`config.mk`:
```
export PLATFORM = sky130hd
export DESIGN_NAME = bubble_page_reader
export DESIGN_NICKNAME = d
export VERILOG_FILES = /design/src/rtl/bubble_page_reader.sv
export SDC_FILE = /design/constraint.sdc
export NUM_CORES = 1
export LEC_CHECK = 0
export CORE_UTILIZATION = 25
export DETAILED_ROUTE_END_ITERATION = 10
export SLEW_MARGIN = 10
export SYNTH_ARGS = -nofsm -noshare
export SYNTH_HDL_FRONTEND = slang
export SYNTH_SLANG_ARGS = --single-unit
```
`constraint.sdc`:
```
create_clock -name MCLK -period 2.9 [get_ports MCLK]
set_clock_uncertainty 0.05 [all_clocks]
set_input_delay 0.58 -clock MCLK [delete_from_list [all_inputs] [get_ports MCLK]]
set_output_delay 0.58 -clock MCLK [all_outputs]
set_load 0.01 [all_outputs]
```
`src/rtl/bubble_page_reader.sv`:
```
// bubble_page_reader
//   Host-side page reader for a bubble cartridge (real or emulated). Sequences
//   nBSS/nBSEN and nREPEN or nBOOTEN for one page access. It samples the DOUT0/DOUT1
//   pair once per bit slot and packs the samples LSB-first into bytes. Each byte is
//   handed out through a single holding register with a valid/ready handshake.
//
// Parameters
//   BITCYCLES   MCLK cycles per bubble bit slot
//   SAMPLEPOINT slot-counter value at which the synchronised DOUT pair is captured
//   PAGEBITS    bit slots per page access (multiple of 4)
//   BSS_LEAD    MCLK cycles nBSS leads/trails nBSEN
//
// Ports
//   MCLK, nRESET              clock (rising edge), asynchronous active-low reset
//   START, MODE, ABORT        request pulse, 0=normal / 1=bootloop, terminate access
//   nBSS, nBSEN               shift start / shift enable, active low, registered
//   nREPEN, nBOOTEN           replicate / bootloop enable, active low, registered
//   DOUT0, DOUT1              asynchronous bubble data lines
//   BYTE, BYTEVALID, BYTEREADY  output byte and its handshake
//   BUSY, DONE, OVERRUN       not idle, completion pulse, sticky dropped-byte flag
module bubble_page_reader #(
  parameter int BITCYCLES   = 480,
  parameter int SAMPLEPOINT = 240,
  parameter int PAGEBITS    = 512,
  parameter int BSS_LEAD    = 48
) (
  input  logic       MCLK,
  input  logic       nRESET,
  input  logic       START,
  input  logic       MODE,
  input  logic       ABORT,
  output logic       nBSS,
  output logic       nBSEN,
  output logic       nREPEN,
  output logic       nBOOTEN,
  input  logic       DOUT0,
  input  logic       DOUT1,
  output logic [7:0] BYTE,
  output logic       BYTEVALID,
  input  logic       BYTEREADY,
  output logic       BUSY,
  output logic       DONE,
  output logic       OVERRUN
);

  localparam int SW = (BITCYCLES > 1) ? $clog2(BITCYCLES) : 1;
  localparam int PW = (PAGEBITS  > 1) ? $clog2(PAGEBITS)  : 1;
  localparam int LW = (BSS_LEAD  > 1) ? $clog2(BSS_LEAD)  : 1;

  localparam logic [SW-1:0] SLOT_LAST   = SW'(BITCYCLES - 1);
  localparam logic [SW-1:0] SLOT_SAMPLE = SW'(SAMPLEPOINT);
  localparam logic [PW-1:0] BITS_LAST   = PW'(PAGEBITS - 1);
  localparam logic [LW-1:0] LEAD_LAST   = LW'(BSS_LEAD - 1);

  typedef enum logic [1:0] {
    S_IDLE,
    S_SETUP,
    S_STREAM,
    S_TAIL
  } state_e;

  state_e          state_q, state_d;
  logic            mode_q, mode_d;
  logic [LW-1:0]   lead_q, lead_d;
  logic [SW-1:0]   slot_q, slot_d;
  logic [PW-1:0]   bits_q, bits_d;
  logic [1:0]      k_q, k_d;
  logic [5:0]      asm_q, asm_d;
  logic            cmp_q, cmp_d;
  logic [7:0]      cmpbyte_q, cmpbyte_d;
  logic [1:0]      sync1_q, sync2_q;

  logic            nbss_q, nbss_d;
  logic            nbsen_q, nbsen_d;
  logic            nrepen_q, nrepen_d;
  logic            nbooten_q, nbooten_d;
  logic            busy_q, busy_d;
  logic            done_q, done_d;
  logic [7:0]      byte_q, byte_d;
  logic            valid_q, valid_d;
  logic            ovr_q, ovr_d;
  logic            clr_ovr;
  logic            active;

  // Sequencer, sample counter and byte assembly.
  always_comb begin
    state_d   = state_q;
    mode_d    = mode_q;
    lead_d    = lead_q;
    slot_d    = slot_q;
    bits_d    = bits_q;
    k_d       = k_q;
    asm_d     = asm_q;
    cmp_d     = 1'b0;
    cmpbyte_d = cmpbyte_q;
    done_d    = 1'b0;
    clr_ovr   = 1'b0;

    case (state_q)
      S_IDLE: begin
        if (START && !ABORT) begin
          state_d = S_SETUP;
          mode_d  = MODE;
          clr_ovr = 1'b1;
          lead_d  = '0;
          slot_d  = '0;
          bits_d  = '0;
          k_d     = '0;
          asm_d   = '0;
        end
      end
      S_SETUP: begin
        if (lead_q == LEAD_LAST) begin
          state_d = S_STREAM;
          lead_d  = '0;
          slot_d  = '0;
        end else begin
          lead_d = lead_q + LW'(1);
        end
      end
      S_STREAM: begin
        if (slot_q == SLOT_SAMPLE) begin
          case (k_q)
            2'd0: asm_d[1:0] = sync2_q;
            2'd1: asm_d[3:2] = sync2_q;
            2'd2: asm_d[5:4] = sync2_q;
            default: begin
              // Fourth pair: hand the finished byte to the holding stage next edge.
              cmp_d     = 1'b1;
              cmpbyte_d = {sync2_q, asm_q};
              asm_d     = '0;
            end
          endcase
          k_d = k_q + 2'd1;
        end
        if (slot_q == SLOT_LAST) begin
          slot_d = '0;
          if (bits_q == BITS_LAST) begin
            state_d = S_TAIL;
            lead_d  = '0;
          end else begin
            bits_d = bits_q + PW'(1);
          end
        end else begin
          slot_d = slot_q + SW'(1);
        end
      end
      S_TAIL: begin
        if (lead_q == LEAD_LAST) begin
          state_d = S_IDLE;
          lead_d  = '0;
          done_d  = 1'b1;
        end else begin
          lead_d = lead_q + LW'(1);
        end
      end
      default: state_d = S_IDLE;
    endcase

    // ABORT overrides everything, including a START seen in IDLE; any byte still
    // being assembled is thrown away.
    if (ABORT) begin
      state_d = S_IDLE;
      mode_d  = mode_q;
      clr_ovr = 1'b0;
      lead_d  = '0;
      slot_d  = '0;
      bits_d  = '0;
      k_d     = '0;
      asm_d   = '0;
      cmp_d   = 1'b0;
      done_d  = 1'b0;
    end
  end

  // Control outputs are decoded from the next state and registered, so they only
  // move on state transitions.
  always_comb begin
    active    = (state_d != S_IDLE);
    nbss_d    = !active;
    nbsen_d   = (state_d != S_STREAM);
    nrepen_d  = !(active && !mode_d);
    nbooten_d = !(active && mode_d);
    busy_d    = active;
  end

  // Holding register: a completed byte is loaded when the register is empty or
  // being accepted in the same cycle; otherwise it is dropped and flagged.
  always_comb begin
    byte_d  = byte_q;
    valid_d = valid_q;
    ovr_d   = ovr_q;
    if (clr_ovr) begin
      ovr_d = 1'b0;
    end
    if (cmp_q) begin
      if (!valid_q || BYTEREADY) begin
        byte_d  = cmpbyte_q;
        valid_d = 1'b1;
      end else begin
        ovr_d = 1'b1;
      end
    end else if (valid_q && BYTEREADY) begin
      valid_d = 1'b0;
    end
  end

  always_ff @(posedge MCLK or negedge nRESET) begin
    if (!nRESET) begin
      state_q   <= S_IDLE;
      mode_q    <= 1'b0;
      lead_q    <= '0;
      slot_q    <= '0;
      bits_q    <= '0;
      k_q       <= '0;
      asm_q     <= '0;
      cmp_q     <= 1'b0;
      cmpbyte_q <= '0;
      sync1_q   <= '0;
      sync2_q   <= '0;
      nbss_q    <= 1'b1;
      nbsen_q   <= 1'b1;
      nrepen_q  <= 1'b1;
      nbooten_q <= 1'b1;
      busy_q    <= 1'b0;
      done_q    <= 1'b0;
      byte_q    <= '0;
      valid_q   <= 1'b0;
      ovr_q     <= 1'b0;
    end else begin
      state_q   <= state_d;
      mode_q    <= mode_d;
      lead_q    <= lead_d;
      slot_q    <= slot_d;
      bits_q    <= bits_d;
      k_q       <= k_d;
      asm_q     <= asm_d;
      cmp_q     <= cmp_d;
      cmpbyte_q <= cmpbyte_d;
      sync1_q   <= {DOUT1, DOUT0};
      sync2_q   <= sync1_q;
      nbss_q    <= nbss_d;
      nbsen_q   <= nbsen_d;
      nrepen_q  <= nrepen_d;
      nbooten_q <= nbooten_d;
      busy_q    <= busy_d;
      done_q    <= done_d;
      byte_q    <= byte_d;
      valid_q   <= valid_d;
      ovr_q     <= ovr_d;
    end
  end

  assign nBSS      = nbss_q;
  assign nBSEN     = nbsen_q;
  assign nREPEN    = nrepen_q;
  assign nBOOTEN   = nbooten_q;
  assign BUSY      = busy_q;
  assign DONE      = done_q;
  assign BYTE      = byte_q;
  assign BYTEVALID = valid_q;
  assign OVERRUN   = ovr_q;

endmodule

```
==> flow_summary.json <==
{
  "setup_viol": 0,
  "netlist.area_leader.share_pct": 48.3,
  "fillers": 1233,
  "syn_nets": 308,
  "drt_wl_total_um": 6020,
  "path_max_fanout": 10,
  "clkTransAtPathRegs_ps": 50,
  "drive_gt1_share_pct": 15.5,
  "grt_overflow_total": 0,
  "async_flop_share_pct": 100,
  "grt_setup_unrepaired": "no",
  "synth_common_cells": "dfrtp_1, nand2_1, mux2_2",
  "ys_seq_elements": 64,
  "clkSinkCount": 64,
  "yosysWarnings": 0,
  "maxCapViolCount": 0,
  "syn_area_per_cell_um2": 10.8,
  "die_x_um": 113,
  "grt_max_degree": 36,
  "diodes": 0,
  "start_util_pct": 25.7,
  "cts_htree_levels": 3,
  "timing.rr.start": "state_q[0]$_DFF_PN0_",
  "stdcell_count": 490,
  "netlist_instances": 287,
  "grt_pass1_vias": 2262,
  "finalMaxSlewViolations": 0,
  "period_needed_ps": 2400,
  "clock_path_buffers": 2,
  "syn_to_final_growth_pct": 23.5,
  "cp.arrival_ps": 2560,
  "grt_first_pass_wirelength_um": 10600,
  "tightest_slew_ps": 718,
  "leakagePower_uw": 0.00172,
  "first_pass_iters": 5,
  "vdd.ir_drop.worst_v": 0.000266,
  "crit_path_start_kind": "flop",
  "ys_seq_area_share_pct": 51.7,
  "io_pins": 24,
  "worstSetupPathType": "flop to flop",
  "nets": 338,
  "vias_per_cell": 4.57,
  "cts_setup_buffers": 0,
  "root_buffer": "clkbuf_16",
  "synth_edf_count": 0,
  "fp-row-count": 40,
  "drcViolationCount": 0,
  "synth_top_cell_by_area": "dfrtp_1",
  "placed_cells": 474,
  "yosysMostFrequentCell": "dfrtp_1",
  "vias": 2237,
  "finalHoldViolCount": 0,
  "end_kind": "flop",
  "layout_worst_path_cycle_share_pct": 82.7,
  "finalWorstSetupSlack_ps": 503,
  "drtIter0Drc": 100,
  "run_status": "completed",
  "synth_ff_type": "dfrtp_1",
  "hold_class": "input port to asynchronous set/reset pin",
  "gp_congestion": 0.798,
  "holdBufCountCts": 0,
  "die_area_um2": 12900,
  "startpoint": "state_q[0]$_DFF_PN0_",
  "io_buffers": 23,
  "power_density_nw_per_um2": 666,
  "tns_ps": 0,
  "synth_area_leaders": "dfrtp_1, mux2_2, ha_1",
  "post-place-ws_ps": 392,
  "crit_required_ps": 3060,
  "track_usage_pct": 10.4,
  "core_area_um2": 12100,
  "antenna_found_initial": 0,
  "worstSkewPairLatency_ps": 330,
  "whs_ps": 259,
  "slew_headroom_pct": 52.2,
  "place.detailed.hpwl_um": 4310,
  "die_y_um": 113,
  "ys_types": 49,
  "cts_made_buffers": 9,
  "cts_resized": 0,
  "ant_nets": 0,
  "fmax_mhz": 417,
  "power.total_uw": 2550,
  "wl_per_cell_um": 12.3,
  "cts_tree": "built",
  "synth_area_um2": 3110
}
[per-stage QoR]
stage | area (um2) | utilization (%)
5_1_grt | 3840 | 31.8
4_1_cts | 3840 | 31.8
6_report | 3840 | 31.8
3_5_place_dp | 3540 | 29.3
3_3_place_gp | 3540 | 29.3
2_1_floorplan | 3110 | -
[critical path, stage by stage (launching register included)]
cell     delay [ps]
dfrtp_1         430
inv_1           130
ha_1            380
nor2b_1          90
a211o_1         290
and2_1          260
a31oi_1         270
mux2_2          370
[layer usage]
metal  GRT usage (%)  vias to the layer above  share of wire, %
li1                -                     1076                 -
met1            12.4                     1110                46
met2            17.4                       38                48
met3            2.76                       13               4.0
met4            5.44                        0               2.2
met5               0                        -                 0
[final timing paths]
path	endpoint	slack, ps	cells after the start
max	asm_q[3]$_DFFE_PN0P_	500	7
max reg2reg	asm_q[3]$_DFFE_PN0P_	500	7
max in group asynchronous	cmpbyte_q[3]$_DFFE_PN0P_	1920	2
min in group MCLK	sync2_q[1]$_DFF_PN0_	290	0
min	slot_q[5]$_DFFE_PN0P_	260	1
min reg2reg	sync2_q[1]$_DFF_PN0_	290	0
[cell usage in the layout, fill, tap and decap left out, drive strengths merged, types with 3 or more instances in the layout]
master         count
dfstp              4
a21oi              5
nand3b             3
clkdlybuf4s50     22
nand3              9
nand2             27
clkbuf            13
mux2              22
nand4b             3
nor4               3
and3               8
nor2b              3
dfrtp             60
nor2              17
buf                6
xor2               7
ha                13
o21ai             21
xnor2              5
and2               3
nand2b             8
nor3              12
inv               12
nand4              4
[where the power goes]
part | total, uW | internal (uW) | switching (uW)
sequential | 1020 | 975 | 47.3
clock | 1080 | 709 | 367
combinational | 457 | 183 | 273
total | 2550 | 1870 | 687
[layout make-up]
| type | count | area (um2) | area share, % |
|---|---|---|---|
| Inverter | 12 | 45.0 | 1.17 |
| Clock inverter | 3 | 40.0 | 1.04 |
| Tap cell | 168 | 210 | 5.48 |
| Multi-Input combinational cell | 202 | 1400 | 36.5 |
| Clock buffer | 13 | 260 | 6.78 |
| Sequential cell | 64 | 1610 | 41.9 |
| Timing Repair Buffer | 28 | 275 | 7.18 |
[logic make-up after synthesis]
kind of cell | after synthesis | synth area share [%]
and+or+nand+nor | 108 | 18.6
DFF | 64 | 51.7
AOI/OAI and AO/OA | 45 | 9.19
muxes | 24 | 8.62
buffers and inverters | 21 | 3.22
adders and majority gates | 13 | 5.24
xor gates and xnor gates | 12 | 3.38
[state kept, by name, summed over array words and instances (netlist names)]
name,flops
mode_q,1
nREPEN,1
OVERRUN,1
nBOOTEN,1
DONE,1
sync2_q,2
BYTE,8
asm_q,6
cmpbyte_q,8
BYTEVALID,1
sync1_q,2
slot_q,9
bits_q,9
cmp_q,1
k_q,2
state_q,2
BUSY,1
nBSEN,1
nBSS,1
lead_q,6
No activity file was read; power rests on OpenSTA's default activity.
